`src/rtl/instruction_packer.sv`:
```
// Packs 32-bit instruction words into 2- or 3-word bundles for a downstream
// instruction-RAM writer, tracking RAM occupancy and emitted bundle count.
module instruction_packer #(
  parameter logic [31:0] NOP_WORD = 32'h0000_0013,
  parameter int unsigned DEPTH    = 1024
) (
  input  logic         clk,
  input  logic         rst,
  input  logic         in_valid,
  output logic         in_ready,
  input  logic [31:0]  in_word,
  input  logic         in_last,
  input  logic         flush,
  output logic         write_enable,
  output logic [191:0] instructions,
  output logic [2:0]   quantity,
  output logic         mem_full,
  output logic [15:0]  bundle_count
);

  typedef enum logic {FILL, EMIT} state_e;

  localparam logic [10:0] FULL_THRESHOLD = 11'(DEPTH - 3);

  state_e          state_q;
  logic [1:0]      count_q;
  logic [2:0][31:0] slot_q, slot_d;
  logic            write_enable_q;
  logic [191:0]    instructions_q, instructions_d;
  logic [2:0]      quantity_q, quantity_d;
  logic [15:0]     bundle_count_q;
  logic [10:0]     word_total_q, word_total_d;
  logic            mem_full_q;

  logic            accept;
  logic [2:0]      count_ext;
  logic            go_emit;

  assign in_ready = (state_q == FILL) && !mem_full_q;
  assign accept   = in_valid && in_ready;

  // NOTE: every signal assigned here gets a default first, so no path leaves
  // one unassigned and no latch is inferred.
  always_comb begin
    slot_d     = slot_q;
    go_emit    = 1'b0;
    quantity_d = 3'd2;
    count_ext  = {1'b0, count_q} + {2'b00, accept};

    if (accept) begin
      case (count_q)
        2'd0:    slot_d[0] = in_word;
        2'd1:    slot_d[1] = in_word;
        default: slot_d[2] = in_word;
      endcase
    end

    // A word accepted this cycle counts before flush is considered.
    if (state_q == FILL) begin
      if (count_ext == 3'd3) begin
        go_emit    = 1'b1;
        quantity_d = 3'd3;
      end else if (accept && in_last && count_ext == 3'd2) begin
        go_emit = 1'b1;
      end else if (flush && count_ext == 3'd2) begin
        go_emit = 1'b1;
      end else if (flush && count_ext == 3'd1) begin
        go_emit   = 1'b1;
        slot_d[1] = NOP_WORD;
      end
    end

    instructions_d = (quantity_d == 3'd3) ? {96'b0, slot_d}
                                          : {128'b0, slot_d[1], slot_d[0]};
    word_total_d   = word_total_q + 11'(quantity_d);
  end

  // NOTE: sequential state uses non-blocking assignments only, so every
  // register samples the pre-edge values regardless of statement order.
  always_ff @(posedge clk) begin
    if (rst) begin
      state_q        <= FILL;
      count_q        <= 2'd0;
      slot_q         <= '0;
      write_enable_q <= 1'b0;
      instructions_q <= '0;
      quantity_q     <= 3'd0;
      bundle_count_q <= 16'd0;
      word_total_q   <= 11'd0;
      mem_full_q     <= 1'b0;
    end else begin
      case (state_q)
        FILL: begin
          if (go_emit) begin
            state_q        <= EMIT;
            write_enable_q <= 1'b1;
            instructions_q <= instructions_d;
            quantity_q     <= quantity_d;
            bundle_count_q <= bundle_count_q + 16'd1;
            word_total_q   <= word_total_d;
            mem_full_q     <= mem_full_q || (word_total_d > FULL_THRESHOLD);
          end
          slot_q  <= slot_d;
          count_q <= count_ext[1:0];
        end
        default: begin
          state_q        <= FILL;
          write_enable_q <= 1'b0;
          count_q        <= 2'd0;
          slot_q         <= '0;
        end
      endcase
    end
  end

  assign write_enable = write_enable_q;
  assign instructions = instructions_q;
  assign quantity     = quantity_q;
  assign mem_full     = mem_full_q;
  assign bundle_count = bundle_count_q;

endmodule

```
`config.mk`:
```
export PLATFORM = sky130hd
export DESIGN_NAME = instruction_packer
export DESIGN_NICKNAME = d
export VERILOG_FILES = /design/src/rtl/instruction_packer.sv
export SDC_FILE = /design/constraint.sdc
export NUM_CORES = 1
export LEC_CHECK = 0
export ABC_AREA = 1
export BUFFER_PORTS_ARGS = -buffer_cell sky130_fd_sc_hd__buf_4
export CAP_MARGIN = 20
export CORE_ASPECT_RATIO = 1.4
export CORE_MARGIN = 5
export CORE_UTILIZATION = 48
export CTS_CLUSTER_DIAMETER = 30
export CTS_CLUSTER_SIZE = 30
export DETAILED_ROUTE_END_ITERATION = 7
export GPL_ROUTABILITY_DRIVEN = 0
export PLACE_DENSITY = 0.79
export RECOVER_POWER = 100
export SYNTH_ARGS = -nofsm -noshare
export SYNTH_HDL_FRONTEND = slang
export SYNTH_SLANG_ARGS = --single-unit
```
`constraint.sdc`:
```
create_clock -name clk -period 2.95 [get_ports clk]
set_clock_uncertainty 0.2 [all_clocks]
set_input_delay 0.59 -clock clk [delete_from_list [all_inputs] [get_ports clk]]
set_output_delay 0.59 -clock clk [all_outputs]
set_load 0.01 [all_outputs]
```
After elaboration in Yosys (flattened, before gate mapping)
Cells that the tools add are included.
{"block": "op_classes", "reduce_logical": 12, "order_cmp": 1, "n_addsub": 3, "mux": 17, "bitwise_logic": 1, "eq_ne": 5}
{"cell": "$mux 32", "count": 7}
{"cell": "$mux 96", "count": 2}
{"cell": "$add 16x1->16 const B", "count": 1}
{"cell": "$add 11x3->11", "count": 1}
{"cell": "$gt 11x10->1 const B", "count": 1}
{"cell": "$eq 3x2->1 const B", "count": 3}
{"cell": "$mux 1", "count": 8}
{"cell": "$logic_and 1x1->1", "count": 6}
{"cell": "$reduce_or 2->1", "count": 2}
{"cell": "$add 2x1->3", "count": 1}
{"cell": "$eq 3x1->1 const B", "count": 1}
{"cell": "$eq 2x1->1 const B", "count": 1}
{"cell": "$logic_not 2->1", "count": 1}
{"cell": "$reduce_and 2->1", "count": 1}
{"cell": "$logic_not 1->1", "count": 1}
{"cell": "$logic_or 1x1->1", "count": 1}
{"cell": "$not 1->1", "count": 1}
{"block": "word_totals", "reg_bits": 323, "output_inout_bits": 214, "inputBits": 37, "wordCells": 50}

Logic depth before layout (Yosys ltp)
Gate-level depths: netlist of run 1.
{"block": "logic_depth", "depth_word": 12, "mapped_depth": 22, "ltp_nobuf": 20}

Worst setup path after synthesis of run 1
OpenSTA, ideal clock, no wires.
{"block": "synth_timing", "path_type": "input to register", "startpoint": "in in_valid", "endpoint": "reg mem_full_q, in the netlist mem_full", "path_slack_ps": -193, "cell_stages": 19, "arrival_ps": 2885, "path_cell_list": "nand2_4 -> inv_4 -> ha_1 -> ha_1 -> nor2_1 -> nand2_1 -> nor2_1 -> buf_2 -> buf_2 -> ha_1 -> inv_1 -> ha_1 -> nor2_1 -> nand4_1 -> nand2_1 -> nand3_1 -> o21ai_0 -> nand2_1 -> nand2_1"}
{"block": "synth_via", "elab_cells_between_ends": 20, "cone_classes": "2 x add/sub; 1 x order compare; 3 x eq/ne; 7 x mux; 7 x reduce/logical"}
{"element": "from (decl)", "line_no": "9", "source": "input logic in_valid,"}
{"element": "$logic_and 1x1->1", "line_no": "40", "source": "assign accept = in_valid && in_ready;"}
{"element": "$add 2x1->3", "line_no": "48", "source": "count_ext = {1'b0, count_q} + {2'b00, accept};"}
{"element": "$eq 3x2->1", "line_no": "60", "source": "if (count_ext == 3'd3) begin"}
{"element": "$mux 1", "line_no": "60"}
{"element": "$mux 1", "line_no": "59", "source": "if (state_q == FILL) begin"}
{"element": "via quantity_d[0]", "line_no": "30", "source": "logic [2:0] quantity_q, quantity_d;"}
{"element": "$add 11x3->11", "line_no": "75", "source": "word_total_d = word_total_q + 11'(quantity_d);"}
{"element": "$gt 11x10->1", "line_no": "101", "source": "mem_full_q <= mem_full_q || (word_total_d > FULL_THRESHOLD);"}
{"element": "$logic_or 1x1->1", "line_no": "101"}
{"element": "to (signal assigned)", "line_no": "101"}
{"element": "to (decl)", "line_no": "33", "source": "logic mem_full_q;"}
The timed path passes the listed nets, and every way through them passes these cells.
A chain may end at the register's enable or synchronous reset.

Worst setup path after layout of run 1
{"block": "layout_timing", "startpoint": "reg mem_full_q, in the netlist mem_full", "endpoint": "reg instructions_q[54], in the netlist instructions[54]"}
{"block": "layout_via", "elab_chain_cells": 12, "elab_cells_between_ends": 23, "cone_classes": "1 x add/sub; 3 x eq/ne; 11 x mux; 8 x reduce/logical"}
{"element": "$logic_not 1->1 (*)", "line_no": "39", "source": "assign in_ready = (state_q == FILL) && !mem_full_q;"}
{"element": "$logic_and 1x1->1 (*)", "line_no": "39"}
{"element": "$logic_and 1x1->1 (*)", "line_no": "40"}
{"element": "$add 2x1->3 (*)", "line_no": "48"}
{"element": "via count_ext[1]", "line_no": "36", "source": "logic [2:0] count_ext;"}
{"element": "$eq 3x1->1", "line_no": "67", "source": "end else if (flush && count_ext == 3'd1) begin"}
{"element": "$logic_and 1x1->1", "line_no": "67"}
{"element": "$mux 1", "line_no": "67"}
{"element": "$mux 1", "line_no": "65", "source": "end else if (flush && count_ext == 3'd2) begin"}
{"element": "$mux 1", "line_no": "63", "source": "end else if (accept && in_last && count_ext == 3'd2) begin"}
{"element": "$mux 1", "line_no": "60"}
{"element": "$mux 1", "line_no": "59"}
{"element": "$reduce_and 2->1 (no line)"}
{"element": "to (signal assigned)", "line_no": "97", "source": "instructions_q <= instructions_d;"}
{"element": "to (decl)", "line_no": "29", "source": "logic [191:0] instructions_q, instructions_d;"}
The timed path passes the listed nets; every way through them passes the cells marked *.

==> impl_metrics.tcl, run 1 <==
set metrics [dict create \
    synth_ff_type "dfxtp_1" \
    cts_max_path_buffers 3 \
    status "finished, final reports clean" \
    insertion_delay_ns 0.51 \
    vias 8475 \
    cts.sinks 226 \
    multi_input_area_mm2 0.004048 \
    finalHoldViolations 0 \
    drc 0 \
    hold-worst-slack_ns 0.2095 \
    yosysTopAreaCell "dfxtp_1" \
    crit_path_cell_trace "nor2_1 > nand2_4 > inv_4 > ha_1 > ha_1 > nand2_1 > buf_4 > nand4_1 > nand2_4 > inv_4 > clkbuf_4 > o21ai_0 > nor2_1" \
    grt_pass1_vias 8178 \
    holdBufCountCts 0 \
    ys_seq_elements 226 \
    cp_max_fo 48 \
    rows 62 \
    antennaDiodeCount 0 \
    ys_types 36 \
    utilization 0.5712 \
    fin_setup_tns_ns 0 \
    final_layout_size_suffix_gt1_frac 0.1062 \
    synth_edf_count 0 \
    wl_per_cell_um 14.14 \
    power.leakage_nw 4.799 \
    synth_top_cell_area_share 0.4587 \
    rsz0062_at_grt "no" \
    cp.required_ns 3.14 \
    min_path_type "input pin to flop" \
    fillers 1957 \
    drt_iter0_drc 533 \
    antenna_found_initial 0 \
    htreeDepth 2 \
    cts_made_buffers 39 \
    syn-instance-count 1319 \
    r2r-start "mem_full$_SDFFE_PP0P_" \
    max_cap_violations 0 \
    final_area_mm2 0.01165 \
    grt_max_degree 65 \
    worstPathArrival_ns 2.93 \
    synthTopCellsByArea "dfxtp_1 (46%), nor2_1 (8.8%), nand2_1 (8.1%)" \
    place_area_mm2 0.01079 \
    start_util 0.4835 \
    min_from "in_word[12]" \
    async_reset_ff_frac 0 \
    synth.avg_cell_area_um2 7.479 \
    tightest_slew_ns 1.180 \
    cts_setup_buffers 0 \
    yosysMostFrequentCell "nor2_1" \
    min_to "slot_q[44]$_SDFF_PP0_" \
    fp.dieH_um 179.6 \
    post-route-min-period_ns 2.744 \
    cp-start-kind "flop" \
    clkTransAtPathRegs_ns 0.05 \
    drt-vias-per-instance 4.860 \
    setup_violations 0 \
    die_area_mm2 0.02356 \
    final-seq-area_mm2 0.004526 \
    slew_violations 0 \
    grt_pass1_wl_mm 40.22 \
    cts_tree "built" \
    die_w_um 131.2 \
    p_per_area_mw_per_mm2 1026 \
    min_path_cells 3 \
    peakVddDrop_uv 520.2 \
    r2r_cells 13 \
    ys_warn_count 0 \
    port_buffers 153 \
    core_area_mm2 0.02040 \
    ant_nets 0 \
    syn2layout_area_growth_pct 18.14 \
    cts.repair.resized 0 \
    overflow 0 \
    layout.nets 1501 \
    drt-total-wl_mm 24.67 \
    crit_path_top_delay_cell "clkbuf_4" \
    gr-usage-all-layers 0.1995 \
    seq_area_frac_synth 0.4587 \
    rr_endpoint "instructions[54]$_SDFFE_PP0P_" \
    fmax_mhz 364.4 \
    worstSetupPathType "flop to flop" \
    critPathMaxStageDelay_ns 0.36 \
    io_pins 251 \
    slew_headroom 0.2133 \
    hpwl_mm 15.91 \
    synthTopCellsByCount "nor2_1 (232), dfxtp_1 (226), nand2_1 (213)" \
    ff2ff_setup_slack_ns 0.21 \
    synthesis.area_mm2 0.009864 \
    root_buffer "clkbuf_16" \
    endpoint_kind "flop" \
    finalCritPeriodShare 0.9303 \
    first_pass_iters 7 \
]
## kinds of logic after synthesis
logic type,after synthesis,share of synthesized area
simple gates,496,0.2042
buf+inv,299,0.1658
compound gates,278,0.1522
flops,226,0.4587
xor+xnor,14,0.01243
fa+ha+maj,5,0.006342
other cells,1,0.0003802
## how the worst max path moves through the flow
stage                                startpoint                             to  slack, ns  cells after the start
final                     mem_full$_SDFFE_PP0P_  instructions[54]$_SDFFE_PP0P_       0.21                     13
after CTS                 mem_full$_SDFFE_PP0P_          mem_full$_SDFFE_PP0P_       0.22                     20
after detailed placement               in_valid          mem_full$_SDFFE_PP0P_      -0.02                     18
after global placement                 in_valid          mem_full$_SDFFE_PP0P_       0.05                     20
after global routing      mem_full$_SDFFE_PP0P_          mem_full$_SDFFE_PP0P_       0.01                     20
after floorplan                        in_valid          mem_full$_SDFFE_PP0P_      0.003                     21
## cells in the final DEF, fill, tap and decap left out, types with 8 or more instances in the layout
cell type / instances
nor2_1: 231
dfxtp_1: 225
nand2_1: 213
o21ai_0: 124
inv_1: 122
clkbuf_1: 118
conb_1: 97
a21oi_1: 78
buf_4: 49
clkbuf_16: 40
o21ai_1: 39
a211oi_1: 29
nand3_1: 15
xor2_1: 9
nand2_2: 8
## routing by layer
metal	vias up	track usage	wire length, um
met1	3883	0.2275	9611
met4	0	0.08111	680
li1	4263	-	-
met5	-	0	0
met3	51	0.04810	1682
met2	278	0.3550	12690
## registers in the layout (all words and copies together) (netlist names)
| signal | cells |
|---|---|
| write_enable | 1 |
| mem_full | 1 |
| word_total_q | 11 |
| bundle_count | 16 |
| slot_q | 96 |
| instructions | 96 |
| state_q | 1 |
| count_q | 2 |
| quantity | 2 |
## worst max-delay path: cells and delay by family, from the launching register on
kind,cells,cell delay [ns]
compound gates,1,0.32
flops,1,0.32
simple gates,6,0.82
buf+inv,4,0.56
fa+ha+maj,2,0.38
## report_power, final
group / internal, W / switching [W]
Clock: 0.00305 / 0.00162
Sequential: 0.00361 / 0.000267
Combinational: 0.000988 / 0.00242
## per-stage QoR
stage,setup WS (ns),cells,total power (W)
final,0.2056,1744,0.01195
after global routing,0.01300,1744,0.01269
after CTS,0.2211,1744,0.01237
after detailed placement,-0.01993,1674,0.007652
after global placement,0.05302,1674,0.007555
after floorplan,0.002845,1415,0.006719
## layout make-up
class	instances	share of cell area
clock buffer	45	0.09008
clock inverter	25	0.02802
inverter	129	0.04209
multi-input combinational	890	0.3473
sequential	226	0.3883
tap	256	0.02749
timing repair buffer	173	0.07666
No activity file was read; power rests on OpenSTA's default activity.
==> run 2, diff against run 1 <==
--- a/config.mk
+++ b/config.mk
@@ -6,16 +6,16 @@
 export NUM_CORES = 1
 export LEC_CHECK = 0
 export ABC_AREA = 1
-export BUFFER_PORTS_ARGS = -buffer_cell sky130_fd_sc_hd__buf_4
 export CAP_MARGIN = 20
 export CORE_ASPECT_RATIO = 1.4
 export CORE_MARGIN = 5
-export CORE_UTILIZATION = 48
+export CORE_UTILIZATION = 35
 export CTS_CLUSTER_DIAMETER = 30
 export CTS_CLUSTER_SIZE = 30
 export DETAILED_ROUTE_END_ITERATION = 7
+export DONT_BUFFER_PORTS = 1
 export GPL_ROUTABILITY_DRIVEN = 0
-export PLACE_DENSITY = 0.79
+export PLACE_DENSITY = 0.52
 export RECOVER_POWER = 100
 export SYNTH_ARGS = -nofsm -noshare
 export SYNTH_HDL_FRONTEND = slang
==> constraint.sdc (replaced) <==
create_clock -name clk -period 2.7 [get_ports clk]
set_clock_uncertainty 0.2 [all_clocks]
set_input_delay 0.54 -clock clk [delete_from_list [all_inputs] [get_ports clk]]
set_output_delay 0.54 -clock clk [all_outputs]
set_load 0.01 [all_outputs]
==> impl_metrics.tcl, run 2 (synthesis results as in run 1) <==
set metrics [dict create \
    status "finished, final reports clean" \
    final-seq-area_mm2 0.004527 \
    htreeDepth 2 \
    p_per_area_mw_per_mm2 1161 \
    utilization 0.4072 \
    die_area_mm2 0.03169 \
    worstPathArrival_ns 2.76 \
    root_buffer "clkbuf_16" \
    die_w_um 151.9 \
    drt_iter0_drc 311 \
    post-route-min-period_ns 2.509 \
    finalHoldViolations 0 \
    p_int_w 0.008511 \
    slew_headroom 0.1793 \
    wl_per_cell_um 14.84 \
    final_cell_mix "nor2_1 (229), dfxtp_1 (224), nand2_1 (219)" \
    antenna_found_initial 0 \
    layout.nets 1354 \
    comb_power_share 0.265 \
    min_from "in_word[25]" \
    drt-total-wl_mm 25.43 \
    finalPower_w 0.01312 \
    min_path_type "input pin to flop" \
    peakVddDrop_uv 640.5 \
    grt_pass1_wl_mm 40.46 \
    tightest_slew_ns 1.231 \
    cts_made_buffers 42 \
    cp-start-kind "flop" \
    dp.cells 1635 \
    crit_path_top_delay_cell "dfxtp_2" \
    pwr-share-seq 0.338 \
    cts_tree "built" \
    start_util 0.3555 \
    swShare 0.3514 \
    final_common_cell "nor2_1" \
    gr-usage-all-layers 0.1547 \
    endpoint_kind "flop" \
    slew_violations 0 \
    rows 72 \
    power.leakage_nw 4.539 \
    clkTransAtPathRegs_ns 0.05 \
    rsz0062_at_grt "no" \
    power_frac_clock 0.396 \
    drt-vias-per-instance 4.558 \
    fp.dieH_um 208.6 \
    first_pass_iters 5 \
    power_switching_w 0.004611 \
    hold-worst-slack_ns 0.04187 \
    critPathMaxStageDelay_ns 0.33 \
    grt_max_degree 96 \
    insertion_delay_ns 0.52 \
    cp_top_family "simple AND/OR/NAND/NOR gates" \
    io_pins 251 \
    critPathBufInv 4 \
    worstSetupPathType "flop to flop" \
    antennaDiodeCount 0 \
    final_layout_size_suffix_gt1_frac 0.09382 \
    fmax_mhz 398.5 \
    ant_nets 0 \
    cp_max_fo 4 \
    r2r-start "state_q$_SDFF_PP0_" \
    max_cap_violations 0 \
    grt_pass1_vias 7333 \
    cp.required_ns 2.95 \
    cts_max_path_buffers 3 \
    fillers 2920 \
    port_buffers 0 \
    crit_path_cell_trace "nor2_4 > nand2_8 > inv_6 > ha_4 > inv_2 > nor2_4 > nand2_2 > nor2_4 > ha_4 > inv_2 > ha_4 > inv_2 > nor2_1 > nor2_1 > nand2_1 > nor2_1 > nand3_1 > o21ai_1 > nand2_1 > nand2_1" \
    multi_input_area_mm2 0.004121 \
    final_cells 1713 \
    cts.sinks 226 \
    setup_violations 0 \
    drc 0 \
    syn2layout_area_growth_pct 14.55 \
    overflow 0 \
    startpoint "state_q$_SDFF_PP0_" \
    fin_setup_tns_ns 0 \
    finalCritPeriodShare 0.9294 \
    vias 7807 \
    hpwl_mm 16.49 \
    core_area_mm2 0.02775 \
]
-- run 2: through the flow --
stage / instance area, um2 / setup slack (ns)
final: 11300 / 0.1907
after global routing: 11300 / 0.009036
after CTS: 11350 / 0.07359
after detailed placement: 9892 / 0.004418
after global placement: 9892 / 0.02657
after floorplan: 10310 / 0.0002962
-- run 2: worst reg2reg max path: stages, from the launching register on --
cell and delay, ns:
dfxtp_2 0.33, nor2_4 0.17, nand2_8 0.07, inv_6 0.09
ha_4 0.13, inv_2 0.04, nor2_4 0.11, nand2_2 0.08
nor2_4 0.15, ha_4 0.15, inv_2 0.04, ha_4 0.17
inv_2 0.06, nor2_1 0.04, nor2_1 0.14, nand2_1 0.07
nor2_1 0.08, nand3_1 0.08, o21ai_1 0.14, nand2_1 0.07
nand2_1 0.05
-- run 2: path summary, 6_finish.rpt --
path	end	slack, ns	depth (start not counted)
worst min-delay path	slot_q[57]$_SDFF_PP0_	0.04	2
worst max-delay path	mem_full$_SDFFE_PP0P_	0.19	20
worst max register to register	mem_full$_SDFFE_PP0P_	0.19	20
worst min register to register	word_total_q[8]$_SDFFE_PP0P_	0.29	2
-- run 2: timing repair --
action,4_1_cts,5_1_grt
buffers inserted,0,2
setup endpoints to repair,0,1
hold endpoints to repair,54,0
gates resized for setup,0,3
hold buffers,1,0
-- run 2: layer usage --
layer	up-vias	wire length (um)	share of wire	track usage
met2	214	12530	0.49	0.2690
met4	0	597	0.023	0.05273
li1	3969	-	-	-
met5	-	0	0	0
met1	3585	10280	0.40	0.1781
met3	39	2022	0.080	0.05195
-- run 2: power by group through the flow --
stage	Combinational [W]	Clock [W]	Sequential [W]
5_1_grt	0.00404	0.00550	0.00451
2_1_floorplan	0.00302	0	0.00438
4_1_cts	0.00365	0.00534	0.00446
3_5_place_dp	0.00361	0	0.00452
3_3_place_gp	0.00358	0	0.00451
6_report	0.00348	0.00520	0.00444
-- run 2: final cells by class --
cell class | instances | area share
clock buffers | 59 | 0.1105
clock inverters | 16 | 0.01617
inverters | 129 | 0.04363
multi-input cells | 890 | 0.3647
flip-flops and latches | 226 | 0.4006
well taps | 370 | 0.04097
repair buffers | 23 | 0.02336
==> run 3, diff against run 2 <==
==> constraint.sdc (replaced) <==
create_clock -name clk -period 2.8 [get_ports clk]
set_clock_uncertainty 0.2 [all_clocks]
set_input_delay 0.56 -clock clk [delete_from_list [all_inputs] [get_ports clk]]
set_output_delay 0.56 -clock clk [all_outputs]
set_load 0.01 [all_outputs]
==> impl_metrics.tcl, run 3 (synthesis results as in run 1) <==
set metrics [dict create \
    die_area_mm2 0.03169 \
    fin_setup_tns_ns 0 \
    setup_violations 0 \
    worstSetupPathType "flop to flop" \
    gr-usage-all-layers 0.1589 \
    holdBufCountCts 1 \
    vias 7806 \
    cp.required_ns 3.05 \
    finalPower_w 0.01300 \
    wl_per_cell_um 15.00 \
    drt-total-wl_mm 25.85 \
    core_area_mm2 0.02775 \
    finalCritPeriodShare 0.9234 \
    utilization 0.4106 \
    max_cap_violations 0 \
    syn2layout_area_growth_pct 15.50 \
    preCtsSetupSlack_ns 0.07142 \
    final_common_cell "nor2_1" \
    rows 72 \
    cp_top_family "simple AND/OR/NAND/NOR gates" \
    fp.dieH_um 208.6 \
    slew_headroom 0.2787 \
    critPathBufInv 3 \
    fmax_mhz 386.7 \
    overflow 0 \
    power.leakage_nw 4.585 \
    drt-vias-per-instance 4.530 \
    port_buffers 0 \
    final_cell_mix "nor2_1 (230), dfxtp_1 (226), nand2_1 (213)" \
    critPathMaxStageDelay_ns 0.41 \
    hpwl_mm 16.50 \
    first_pass_iters 5 \
    min_path_type "input pin to flop" \
    slew_violations 0 \
    timing.critical_path.mode_cell "nor2_4" \
    finalHoldViolations 0 \
    setup_ws_ns 0.2143 \
    drc 0 \
    peakVddDrop_uv 495.0 \
    r2r-start "mem_full$_SDFFE_PP0P_" \
    rsz0062_at_grt "no" \
    cts_made_buffers 46 \
    min_from "in_word[19]" \
    crit_path_top_delay_cell "clkbuf_4" \
    crit_path_cell_trace "nor2_4 > nand2_4 > inv_4 > ha_1 > ha_4 > nor2_2 > nand2_1 > nor2_4 > clkbuf_4 > inv_1 > or2_2 > a21oi_1" \
    start_util 0.3555 \
    layout.nets 1358 \
    ant_nets 0 \
    cts_tree "built" \
    final_layout_size_suffix_gt1_frac 0.09978 \
    insertion_delay_ns 0.53 \
    grt_pass1_wl_mm 41.26 \
    cts_max_path_buffers 3 \
    startpoint "mem_full$_SDFFE_PP0P_" \
    cts.sinks 226 \
    cts.repair.resized 0 \
    root_buffer "clkbuf_16" \
    tightest_slew_ns 1.081 \
    worstPathArrival_ns 2.83 \
    post-route-min-period_ns 2.586 \
    status "finished, final reports clean" \
    antenna_found_initial 0 \
    drt_iter0_drc 314 \
    io_pins 251 \
    clkTransAtPathRegs_ns 0.05 \
    cts_setup_buffers 0 \
    cp-start-kind "flop" \
    cp_max_fo 28 \
    grt_max_degree 68 \
    antennaDiodeCount 0 \
    die_w_um 151.9 \
    endpoint_kind "flop" \
    p_per_area_mw_per_mm2 1141 \
    hold-worst-slack_ns 0.05348 \
    grt_pass1_vias 7507 \
    htreeDepth 2 \
]
run 3: layout make-up:
| class | instances | area, um2 |
|---|---|---|
| Inverter | 129 | 489.2 |
| Clock buffer | 65 | 1386 |
| Fill cell | 2930 | 16350 |
| Multi-Input combinational cell | 890 | 4108 |
| Clock inverter | 20 | 211.5 |
| Timing Repair Buffer | 23 | 211.5 |
| Tap cell | 370 | 462.9 |
| Sequential cell | 226 | 4524 |
run 3: per-stage QoR:
| step | instances | cell area, um2 |
|---|---|---|
| 2_1_floorplan | 1415 | 10290 |
| 3_3_place_gp | 1637 | 9856 |
| 3_5_place_dp | 1637 | 9856 |
| 4_1_cts | 1723 | 11480 |
| 5_1_grt | 1723 | 11390 |
| 6_report | 1723 | 11390 |
run 3: worst paths after layout:
check | cells after the start | slack [ns] | end
min reg2reg | 2 | 0.29 | word_total_q[10]$_SDFFE_PP0P_
max | 12 | 0.21 | instructions[94]$_SDFFE_PP0P_
max reg2reg | 12 | 0.21 | instructions[94]$_SDFFE_PP0P_
min | 2 | 0.05 | slot_q[51]$_SDFF_PP0_
run 3: power by group:
| part | switching (W) | total, W | internal [W] |
|---|---|---|---|
| Sequential | 0.000470 | 0.00428 | 0.00381 |
| Combinational | 0.00233 | 0.00327 | 0.000940 |
| Clock | 0.00174 | 0.00546 | 0.00372 |
run 3: metal layers:
metal | wire [um] | part of all wire | GRT usage
met2 | 12770 | 0.49 | 0.2801
met4 | 454 | 0.018 | 0.04963
met1 | 10500 | 0.41 | 0.1801
met5 | 0 | 0 | 0
met3 | 2123 | 0.082 | 0.05608
